## config.mk

```make
export PLATFORM = sky130hd
export DESIGN_NAME = f56_bus_resp
export DESIGN_NICKNAME = d
export VERILOG_FILES = /design/src/rtl/f56_bus_resp.sv
export SDC_FILE = /design/constraint.sdc
export NUM_CORES = 1
export LEC_CHECK = 0
export ABC_AREA = 1
export BUFFER_PORTS_ARGS = -buffer_cell sky130_fd_sc_hd__buf_2
export CAP_MARGIN = 20
export CORE_ASPECT_RATIO = 0.6
export CORE_MARGIN = 1.5
export CORE_UTILIZATION = 42
export CTS_CLUSTER_DIAMETER = 50
export DETAILED_ROUTE_END_ITERATION = 16
export PLACE_DENSITY_LB_ADDON = 0.12
export SLEW_MARGIN = 30
export SYNTH_ARGS = -nofsm -noshare
export SYNTH_HDL_FRONTEND = slang
export SYNTH_SLANG_ARGS = --single-unit
```

## constraint.sdc

```tcl
create_clock -name FALC56_DCM_CLK0_I -period 5.6 [get_ports FALC56_DCM_CLK0_I]
set_input_delay 0.28 -clock FALC56_DCM_CLK0_I [delete_from_list [all_inputs] [get_ports FALC56_DCM_CLK0_I]]
set_output_delay 0.28 -clock FALC56_DCM_CLK0_I [all_outputs]
set_load 0.01 [all_outputs]
```

## src/rtl/f56_bus_resp.sv

```systemverilog
// -----------------------------------------------------------------------------
// f56_bus_resp
//
// Register-file responder on the FALC56 multiplexed address/data bus.
// The host drives an address while ALE is high. It then issues either a
// write strobe (WRn low, with data on the bus) or a read strobe (RDn low,
// with the responder driving the bus). This block qualifies the access with
// one chip-select bit.
//
// Register map
//   0x00        read-only ID (ID_VALUE); writes are ignored
//   0x01-0x3F   8-bit read/write storage
//   0x40-0xFF   read as 8'h00; writes are ignored
//
// Optional build macro F56_RESP_IRQ_EN (doorbell interrupt)
//   - A committed nonzero write to 0x3F raises IRQ_O one cycle later and
//     loads 8'h01 into register 0x01.
//   - A completed read of 0x01 clears both IRQ_O and register 0x01.
//   - If a set and a clear land in the same cycle, the set wins.
//   - When the macro is undefined, IRQ_O is tied low and 0x01/0x3F are
//     ordinary storage.
//
// Parameters
//   CS_INDEX   which F56_CSn_I bit selects this responder
//   ID_VALUE   content returned for register 0x00
//   TMO_MAX    cycles allowed in ADDR_VALID without a strobe (max 63)
//
// Ports
//   FALC56_DCM_CLK0_I  in   clock; all logic on the rising edge
//   PHY_RSTn_I         in   synchronous active-low reset
//   F56_BADD_I[7:0]    in   address/data bus as seen by the responder
//   F56_BADD_O[7:0]    out  read data driven onto the bus
//   F56_BADD_OE_O      out  1 = responder drives the bus
//   F56_ALE_I          in   address latch enable, active-high
//   F56_RDn_I          in   read strobe, active-low
//   F56_WRn_I          in   write strobe, active-low
//   F56_CSn_I[1:0]     in   chip selects, active-low
//   WR_STB_O           out  one-cycle pulse per committed write
//   WR_ADD_O[7:0]      out  address of the last committed write
//   WR_DATA_O[7:0]     out  data of the last committed write
//   PROT_ERR_O         out  one-cycle pulse on a protocol violation
//   IRQ_O              out  doorbell interrupt, active-high
// -----------------------------------------------------------------------------
module f56_bus_resp #(
  parameter int         CS_INDEX = 0,
  parameter logic [7:0] ID_VALUE = 8'h56,
  parameter int         TMO_MAX  = 63
) (
  input  logic       FALC56_DCM_CLK0_I,
  input  logic       PHY_RSTn_I,
  input  logic [7:0] F56_BADD_I,
  output logic [7:0] F56_BADD_O,
  output logic       F56_BADD_OE_O,
  input  logic       F56_ALE_I,
  input  logic       F56_RDn_I,
  input  logic       F56_WRn_I,
  input  logic [1:0] F56_CSn_I,
  output logic       WR_STB_O,
  output logic [7:0] WR_ADD_O,
  output logic [7:0] WR_DATA_O,
  output logic       PROT_ERR_O,
  output logic       IRQ_O
);

  localparam logic [5:0] TMO_LIM = TMO_MAX[5:0];

  typedef enum logic [2:0] {
    S_IDLE,
    S_ADDR,
    S_ADDR_VALID,
    S_WRITE,
    S_READ
  } state_t;

  // Stage p1: bus pins registered once
  logic [7:0] badd_p1_q;
  logic       ale_p1_q;
  logic       rdn_p1_q;
  logic       wrn_p1_q;
  logic [1:0] csn_p1_q;

  // Stage p2: previous copy of the control lines, used for edge detection
  logic       ale_p2_q;
  logic       rdn_p2_q;
  logic       wrn_p2_q;
  logic       cs_sel_n_p2_q;

  state_t     state_q;
  logic [7:0] addr_q;
  logic [7:0] wdata_q;
  logic [5:0] tmo_q;
  logic [5:0] tmo_d;
  logic [7:0] mem_q [64];
  logic [7:0] rd_data_d;

  logic [7:0] badd_o_q;
  logic       oe_q;
  logic       wr_stb_q;
  logic [7:0] wr_add_q;
  logic [7:0] wr_data_q;
  logic       prot_err_q;

  logic       cs_sel_n_p1;
  logic       cs_sel;
  logic       ale_fall;
  logic       rdn_rise;
  logic       wrn_rise;
  logic       cs_rise;
  logic       unused_csn;

`ifdef F56_RESP_IRQ_EN
  logic       irq_q;
  logic       irq_set_q;
`endif

  // Address 0x00 is the read-only ID and 0x40 and above are unbacked,
  // so only 0x01-0x3F accept writes.
  function automatic logic is_writable(input logic [7:0] a);
    return (a[7:6] == 2'b00) && (a[5:0] != 6'd0);
  endfunction

  always_ff @(posedge FALC56_DCM_CLK0_I) begin
    badd_p1_q <= F56_BADD_I;
  end

  always_ff @(posedge FALC56_DCM_CLK0_I) begin
    if (!PHY_RSTn_I) begin
      ale_p1_q      <= 1'b0;
      rdn_p1_q      <= 1'b1;
      wrn_p1_q      <= 1'b1;
      csn_p1_q      <= 2'b11;
      ale_p2_q      <= 1'b0;
      rdn_p2_q      <= 1'b1;
      wrn_p2_q      <= 1'b1;
      cs_sel_n_p2_q <= 1'b1;
    end else begin
      ale_p1_q      <= F56_ALE_I;
      rdn_p1_q      <= F56_RDn_I;
      wrn_p1_q      <= F56_WRn_I;
      csn_p1_q      <= F56_CSn_I;
      ale_p2_q      <= ale_p1_q;
      rdn_p2_q      <= rdn_p1_q;
      wrn_p2_q      <= wrn_p1_q;
      cs_sel_n_p2_q <= cs_sel_n_p1;
    end
  end

  // The chip select not owned by this instance only passes through stage p1.
  assign unused_csn  = ^csn_p1_q;
  assign cs_sel_n_p1 = csn_p1_q[CS_INDEX];
  assign cs_sel      = ~cs_sel_n_p1;
  assign ale_fall    = ale_p2_q & ~ale_p1_q;
  assign rdn_rise    = ~rdn_p2_q & rdn_p1_q;
  assign wrn_rise    = ~wrn_p2_q & wrn_p1_q;
  assign cs_rise     = ~cs_sel_n_p2_q & cs_sel_n_p1;
  assign tmo_d       = tmo_q + 6'd1;

  always_comb begin
    rd_data_d = 8'h00;
    if (addr_q == 8'h00) begin
      rd_data_d = ID_VALUE;
    end else if (addr_q[7:6] == 2'b00) begin
      rd_data_d = mem_q[addr_q[5:0]];
    end
  end

  // Stage FSM: decisions on p1/p2, outputs registered
  always_ff @(posedge FALC56_DCM_CLK0_I) begin
    if (!PHY_RSTn_I) begin
      state_q    <= S_IDLE;
      addr_q     <= 8'h00;
      wdata_q    <= 8'h00;
      tmo_q      <= 6'd0;
      badd_o_q   <= 8'h00;
      oe_q       <= 1'b0;
      wr_stb_q   <= 1'b0;
      wr_add_q   <= 8'h00;
      wr_data_q  <= 8'h00;
      prot_err_q <= 1'b0;
      for (int i = 0; i < 64; i++) begin
        mem_q[i] <= 8'h00;
      end
`ifdef F56_RESP_IRQ_EN
      irq_q      <= 1'b0;
      irq_set_q  <= 1'b0;
`endif
    end else begin
      wr_stb_q   <= 1'b0;
      prot_err_q <= 1'b0;
`ifdef F56_RESP_IRQ_EN
      irq_set_q  <= 1'b0;
      if (irq_set_q) begin
        irq_q    <= 1'b1;
        mem_q[1] <= 8'h01;
      end
`endif
      case (state_q)
        S_IDLE: begin
          if (ale_p1_q) begin
            state_q <= S_ADDR;
            addr_q  <= badd_p1_q;
          end
        end

        S_ADDR: begin
          if (ale_p1_q) begin
            addr_q <= badd_p1_q;
          end else if (ale_fall) begin
            state_q <= S_ADDR_VALID;
            tmo_q   <= 6'd0;
          end
        end

        S_ADDR_VALID: begin
          if (!wrn_p1_q && !rdn_p1_q) begin
            prot_err_q <= 1'b1;
            state_q    <= S_IDLE;
          end else if (ale_p1_q) begin
            state_q <= S_ADDR;
            addr_q  <= badd_p1_q;
          end else if (cs_sel && !wrn_p1_q) begin
            state_q <= S_WRITE;
            wdata_q <= badd_p1_q;
          end else if (cs_sel && !rdn_p1_q) begin
            state_q  <= S_READ;
            oe_q     <= 1'b1;
            badd_o_q <= rd_data_d;
          end else if (tmo_d == TMO_LIM) begin
            state_q <= S_IDLE;
          end else begin
            tmo_q <= tmo_d;
          end
        end

        S_WRITE: begin
          if (ale_p1_q) begin
            prot_err_q <= 1'b1;
            state_q    <= S_ADDR;
            addr_q     <= badd_p1_q;
          end else if (cs_rise) begin
            prot_err_q <= 1'b1;
            state_q    <= S_IDLE;
          end else if (wrn_rise) begin
            // Commit the last sample taken while the strobe was low.
            state_q <= S_IDLE;
            if (is_writable(addr_q)) begin
              mem_q[addr_q[5:0]] <= wdata_q;
              wr_stb_q           <= 1'b1;
              wr_add_q           <= addr_q;
              wr_data_q          <= wdata_q;
`ifdef F56_RESP_IRQ_EN
              if ((addr_q == 8'h3F) && (wdata_q != 8'h00)) begin
                irq_set_q <= 1'b1;
              end
`endif
            end
          end else if (!wrn_p1_q) begin
            wdata_q <= badd_p1_q;
          end
        end

        S_READ: begin
          if (ale_p1_q) begin
            prot_err_q <= 1'b1;
            oe_q       <= 1'b0;
            badd_o_q   <= 8'h00;
            state_q    <= S_ADDR;
            addr_q     <= badd_p1_q;
          end else if (cs_rise) begin
            prot_err_q <= 1'b1;
            oe_q       <= 1'b0;
            badd_o_q   <= 8'h00;
            state_q    <= S_IDLE;
          end else if (rdn_rise) begin
            oe_q     <= 1'b0;
            badd_o_q <= 8'h00;
            state_q  <= S_IDLE;
`ifdef F56_RESP_IRQ_EN
            // A pending set outranks the acknowledge.
            if ((addr_q == 8'h01) && !irq_set_q) begin
              irq_q    <= 1'b0;
              mem_q[1] <= 8'h00;
            end
`endif
          end else begin
            badd_o_q <= rd_data_d;
          end
        end

        default: state_q <= S_IDLE;
      endcase
    end
  end

  assign F56_BADD_O    = badd_o_q;
  assign F56_BADD_OE_O = oe_q;
  assign WR_STB_O      = wr_stb_q;
  assign WR_ADD_O      = wr_add_q;
  assign WR_DATA_O     = wr_data_q;
  assign PROT_ERR_O    = prot_err_q;
`ifdef F56_RESP_IRQ_EN
  assign IRQ_O         = irq_q;
`else
  assign IRQ_O         = 1'b0;
`endif

endmodule

```

* Word level (Yosys, flattened, before mapping) *
Memories as Yosys holds them, arrays and structs flattened. A register that Yosys moved wholly into a read port is not among the register bits.
Cells that the tools add are included.

operators by class
  $add $sub $neg = 1
  equality and inequality tests = 22
  multiplexer cells = 69
  bitwise operators = 10
  reductions and logical operators = 24

operator list
  operator             number
  $mux 8               19
  $mux 6               10
  $pmux 8 s2           3
  $mux 3               14
  $ne 2x2->1 const B   14
  $mux 1               19
  $reduce_and 8->1     2
  $pmux 3 s5           1
  $pmux 6 s2           1
  $reduce_and 6->1     2
  $reduce_and 5->1     2
  $logic_not 8->1      1
  $ne 4x4->1 const B   2
  $reduce_bool 2->1    4
  $reduce_or 8->1      1
  $add 6x1->6 const B  1
  $eq 3x2->1 const B   2
  $eq 6x6->1 const B   1
  $ne 6x6->1 const B   1
  $not 1->1            6
  $reduce_bool 6->1    1
  $and 1x1->1          4
  $logic_and 1x1->1    4
  $pmux 1 s2           2
  8 further kinds      9

word-level totals
  bits in registers = 68
  memory bits (writable) = 512
  bits of input ports = 15
  output and inout port bits = 28
  memories = 1

memory list
  name   words  bits a word  rd ports  clocked after Yosys merged registers in  wr ports  RTL line  source
  mem_q  64     8            1         1                                        64        93        logic [7:0] mem_q [64];

* Logic depth before layout (Yosys ltp) *
  depth after elaboration = 11
  gate-level depth with buffers = 13
  depth with buffers taken out = 11

* Least setup slack after synthesis *
No wires, ideal clock.

  path kind = flip-flop to flip-flop
  from = reg wrn_p1_q
  to = mem mem_q[41][0], enable pin
  library setup time = 0.329 ns
  arrival = 1.876 ns
  required time = 5.271 ns
  slack = 3.395 ns
  cell stages (with the launch flop) = 10
  path buffers = 0
  cells stage by stage = dfxtp_1 inv_1 or2_2 nor3_2 nand3_2 inv_2 nand3_4 nor2_8 nand2_2 nand2_1

RTL lines
  item                      RTL line  source
  start: declaration        79        logic wrn_p1_q;
  start signal: assignment  139       wrn_p1_q <= F56_WRn_I;
  end: declaration          93

==> flow_summary.yaml <==
outcome:
  status: "finished, final reports clean"
floorplanning:
  die_w_microns: 325.2
  design.die.area_sq_um: 63860
  num_rows: 70
  die_h_microns: 196.3
  initial_core_util_pct: 42.74
  io_pins: 43
  core-area_sq_um: 61220
routing:
  drt-vias-per-instance: 5.402
  drt-initial-drc-count: 2026
  routed-via-count: 19200
  wl_met1_mm: 35.08
  ant_nets: 0
  routed.top_layer: "met4"
  wl_per_cell_microns: 20.91
  dr_wl_met3_mm: 7.160
  wl_met2_mm: 30.78
  dr.pass1.iters: 8
  drc: 0
  wl_mm: 74.32
clock_tree:
  cts_tree: "built"
  cts.sinks: 586
  cts_setup_buffers: 0
  clk_pin_slew_ps: 70
  insertion_delay_ps: 650
  h-tree-depth: 2
  cts_buffer_depth: 3
  cts_buffers: 56
  clockRootBuffer: "clkbuf_16"
min_path:
  hp-class: "in2reg"
yosys:
  ys_warn_count: 0
  synth-edff-count: 512
  ys_seq_area_share_pct: 64.42
  synth_seq_cells: 586
  yosys-top-cells-count: "nand2_1 (630), nor2_1 (623), edfxtp_1 (512), nand3_1 (390), clkbuf_1 (141)"
  synth_cells: 2726
  synth_area_sq_um: 26170
  synth_most_common_cell: "nand2_1"
  synth_top_cell_by_area: "edfxtp_1"
  synthFlopType: "edfxtp_1"
  synth_top_cell_area_share_pct: 58.76
  synth.distinct_cells: 38
  synthTopCellsByArea: "edfxtp_1 (59%), nand2_1 (9.0%), nor2_1 (8.9%)"
  async_reset_ff_share_pct: 0
  avgSynthCellArea_sq_um: 9.599
setup_path:
  worstSetupEndpointType: "flop"
  start_kind: "flop"
  criticalPathCategory: "reg2reg"
  cp_top_family: "simple AND/OR/NAND/NOR gates"
  crit_chain: "inv_2, nand2_1, nor2_4, nand4_2, nand3_2, inv_2, nand3_4, nor2_8, nand2_2, nand2_1"
  max_stage_delay_ps: 470
  critical_path_required_ps: 5890
  crit_buf_inv: 2
  path_max_fanout: 29
  worst_path_max_delay_cell: "nor2_8"
  critPathArrivalTime_ps: 3620
global_routing:
  grt_max_degree: 165
  grt_overflow: 0
  antenna_found_initial: 0
  grt_pass1_vias: 18420
  grt_usage_pct: 23.37
  grt_pass1_wl_mm: 111.8
layout:
  finalNonFillerCells: 3554
  synthToLayoutAreaGrowth_pct: 9.888
  nNetsFinal: 2702
  final_layout_size_suffix_gt1_share_pct: 9.281
  antennaDiodeCount: 0
power_and_ir_drop:
  pwr-share-seq_pct: 51.2
  leakage_nw: 10.60
  clock_power_share_pct: 37.0
  peakVddDrop_mv: 0.2256
  p_per_area_nw_per_um2: 338.4
  switchingPower_mw: 2.669
  swShare_pct: 27.43
  comb_power_share_pct: 11.8
  p_int_mw: 7.061
sta:
  fmax_ghz: 0.2996
  tightest_slew_ps: 1027
  finalSetupTns_ps: 0
  finalCriticalPeriod_ps: 3338
  fin_crit_sh_pct: 59.61
  rsz0062_at_grt: "no"
  final_hold_viol_count: 0
  max_slew_margin_pct: 31.53
  slew_violations: 0
  skew_ps: 32.64
  finalSetupViolations: 0
  whs_ps: 178.0
place:
  port-buffer-count: 40
  gp_congestion: 0.8963
  placed_cells: 3443
  hpwl_mm: 45.21
job:
  drv_cap: 0
-- state kept, by name (all words and copies together), names as in the netlist, 3 cells and up, named ones only --
signal and cells:
state_q 3, WR_DATA_O 8, wdata_q 8, mem_q 512
F56_BADD_O 8, addr_q 8, tmo_q 6, WR_ADD_O 8
badd_p1_q 8
-- power groups by stage --
| stage | Combinational (mW) | Sequential (mW) | Clock (mW) |
|---|---|---|---|
| 6_report | 1.15 | 4.98 | 3.60 |
| 5_1_grt | 1.25 | 5.00 | 3.81 |
| 4_1_cts | 1.14 | 4.98 | 3.65 |
| 3_5_place_dp | 1.13 | 5.08 | 0 |
| 3_3_place_gp | 1.12 | 5.07 | 0 |
| 2_1_floorplan | 0.750 | 5.03 | 0 |
-- cells in the final DEF (no fill, tap or decap), types with 13 or more instances in the layout --
cell	Yosys	layout
o21ai_0	81	81
nor2_1	623	623
edfxtp_1	512	512
buf_2	21	39
nand3_1	390	390
nand2_1	630	630
nand2_2	46	46
clkbuf_16	0	57
o211ai_1	21	21
buf_4	1	23
inv_1	51	41
nand2_4	18	18
a21oi_1	46	46
clkinv_1	2	13
dfxtp_1	74	70
-- cell families after synthesis --
kind of cell	after synthesis	synth area share [%]
simple gates	1739	28.59
flops	586	64.42
buf+inv	242	3.586
compound gates	153	3.189
xor+xnor	3	0.1004
fa+ha+maj	2	0.09562
other cells	1	0.01433
-- per-layer routing --
layer	vias to the layer above	global-route usage, %
li1	9071	-
met1	9363	34.74
met2	674	33.92
met3	91	6.270
met4	0	5.486
met5	-	0
-- worst register-to-register path: cells and delay by family, from the launching register on --
| kind | cells | cell delay, ps |
|---|---|---|
| DFF | 1 | 430 |
| and+or+nand+nor | 8 | 2060 |
| buffers and inverters | 2 | 490 |
-- per-stage QoR --
| stage | power, mW | setup WS [ps] | util, % | area [sq um] |
|---|---|---|---|---|
| floorplan | 5.783 | 3395 | - | 26200 |
| detailed placement | 6.208 | 2295 | 44.03 | 26960 |
| CTS | 9.771 | 2258 | 46.95 | 28750 |
| finish | 9.730 | 2262 | 46.97 | 28750 |
| global placement | 6.190 | 2356 | 44.02 | 26950 |
| global route | 10.06 | 2000 | 46.97 | 28750 |
-- cell type report --
type                       count  area (sq um)
fill                        5829         32470
sequential                   586         16870
multi-input combinational   1906          8412
clock buffer                  72          1533
tap                          828          1036
timing repair buffer          77         539.3
inverter                      58         230.2
clock inverter                27         137.6
-- path summary, 6_finish.rpt --
kind | from | end | slack, ps | cells past startpoint
setup / recovery | addr_q[5] | mem_q[21][7] | 2260 | 10
setup reg to reg | addr_q[5] | mem_q[21][7] | 2260 | 10
hold / removal | PHY_RSTn_I | WR_ADD_O[3] | 180 | 3
hold reg to reg | WR_ADD_O[6] | WR_ADD_O[6] | 440 | 2
-- what timing repair did --
| action | CTS | global route |
|---|---|---|
| hold buffers | 12 | 0 |
| resized for setup | 0 | 0 |
| endpoints found under the hold margin | 12 | 0 |
Note: power is estimated with default switching activity, not from simulation.
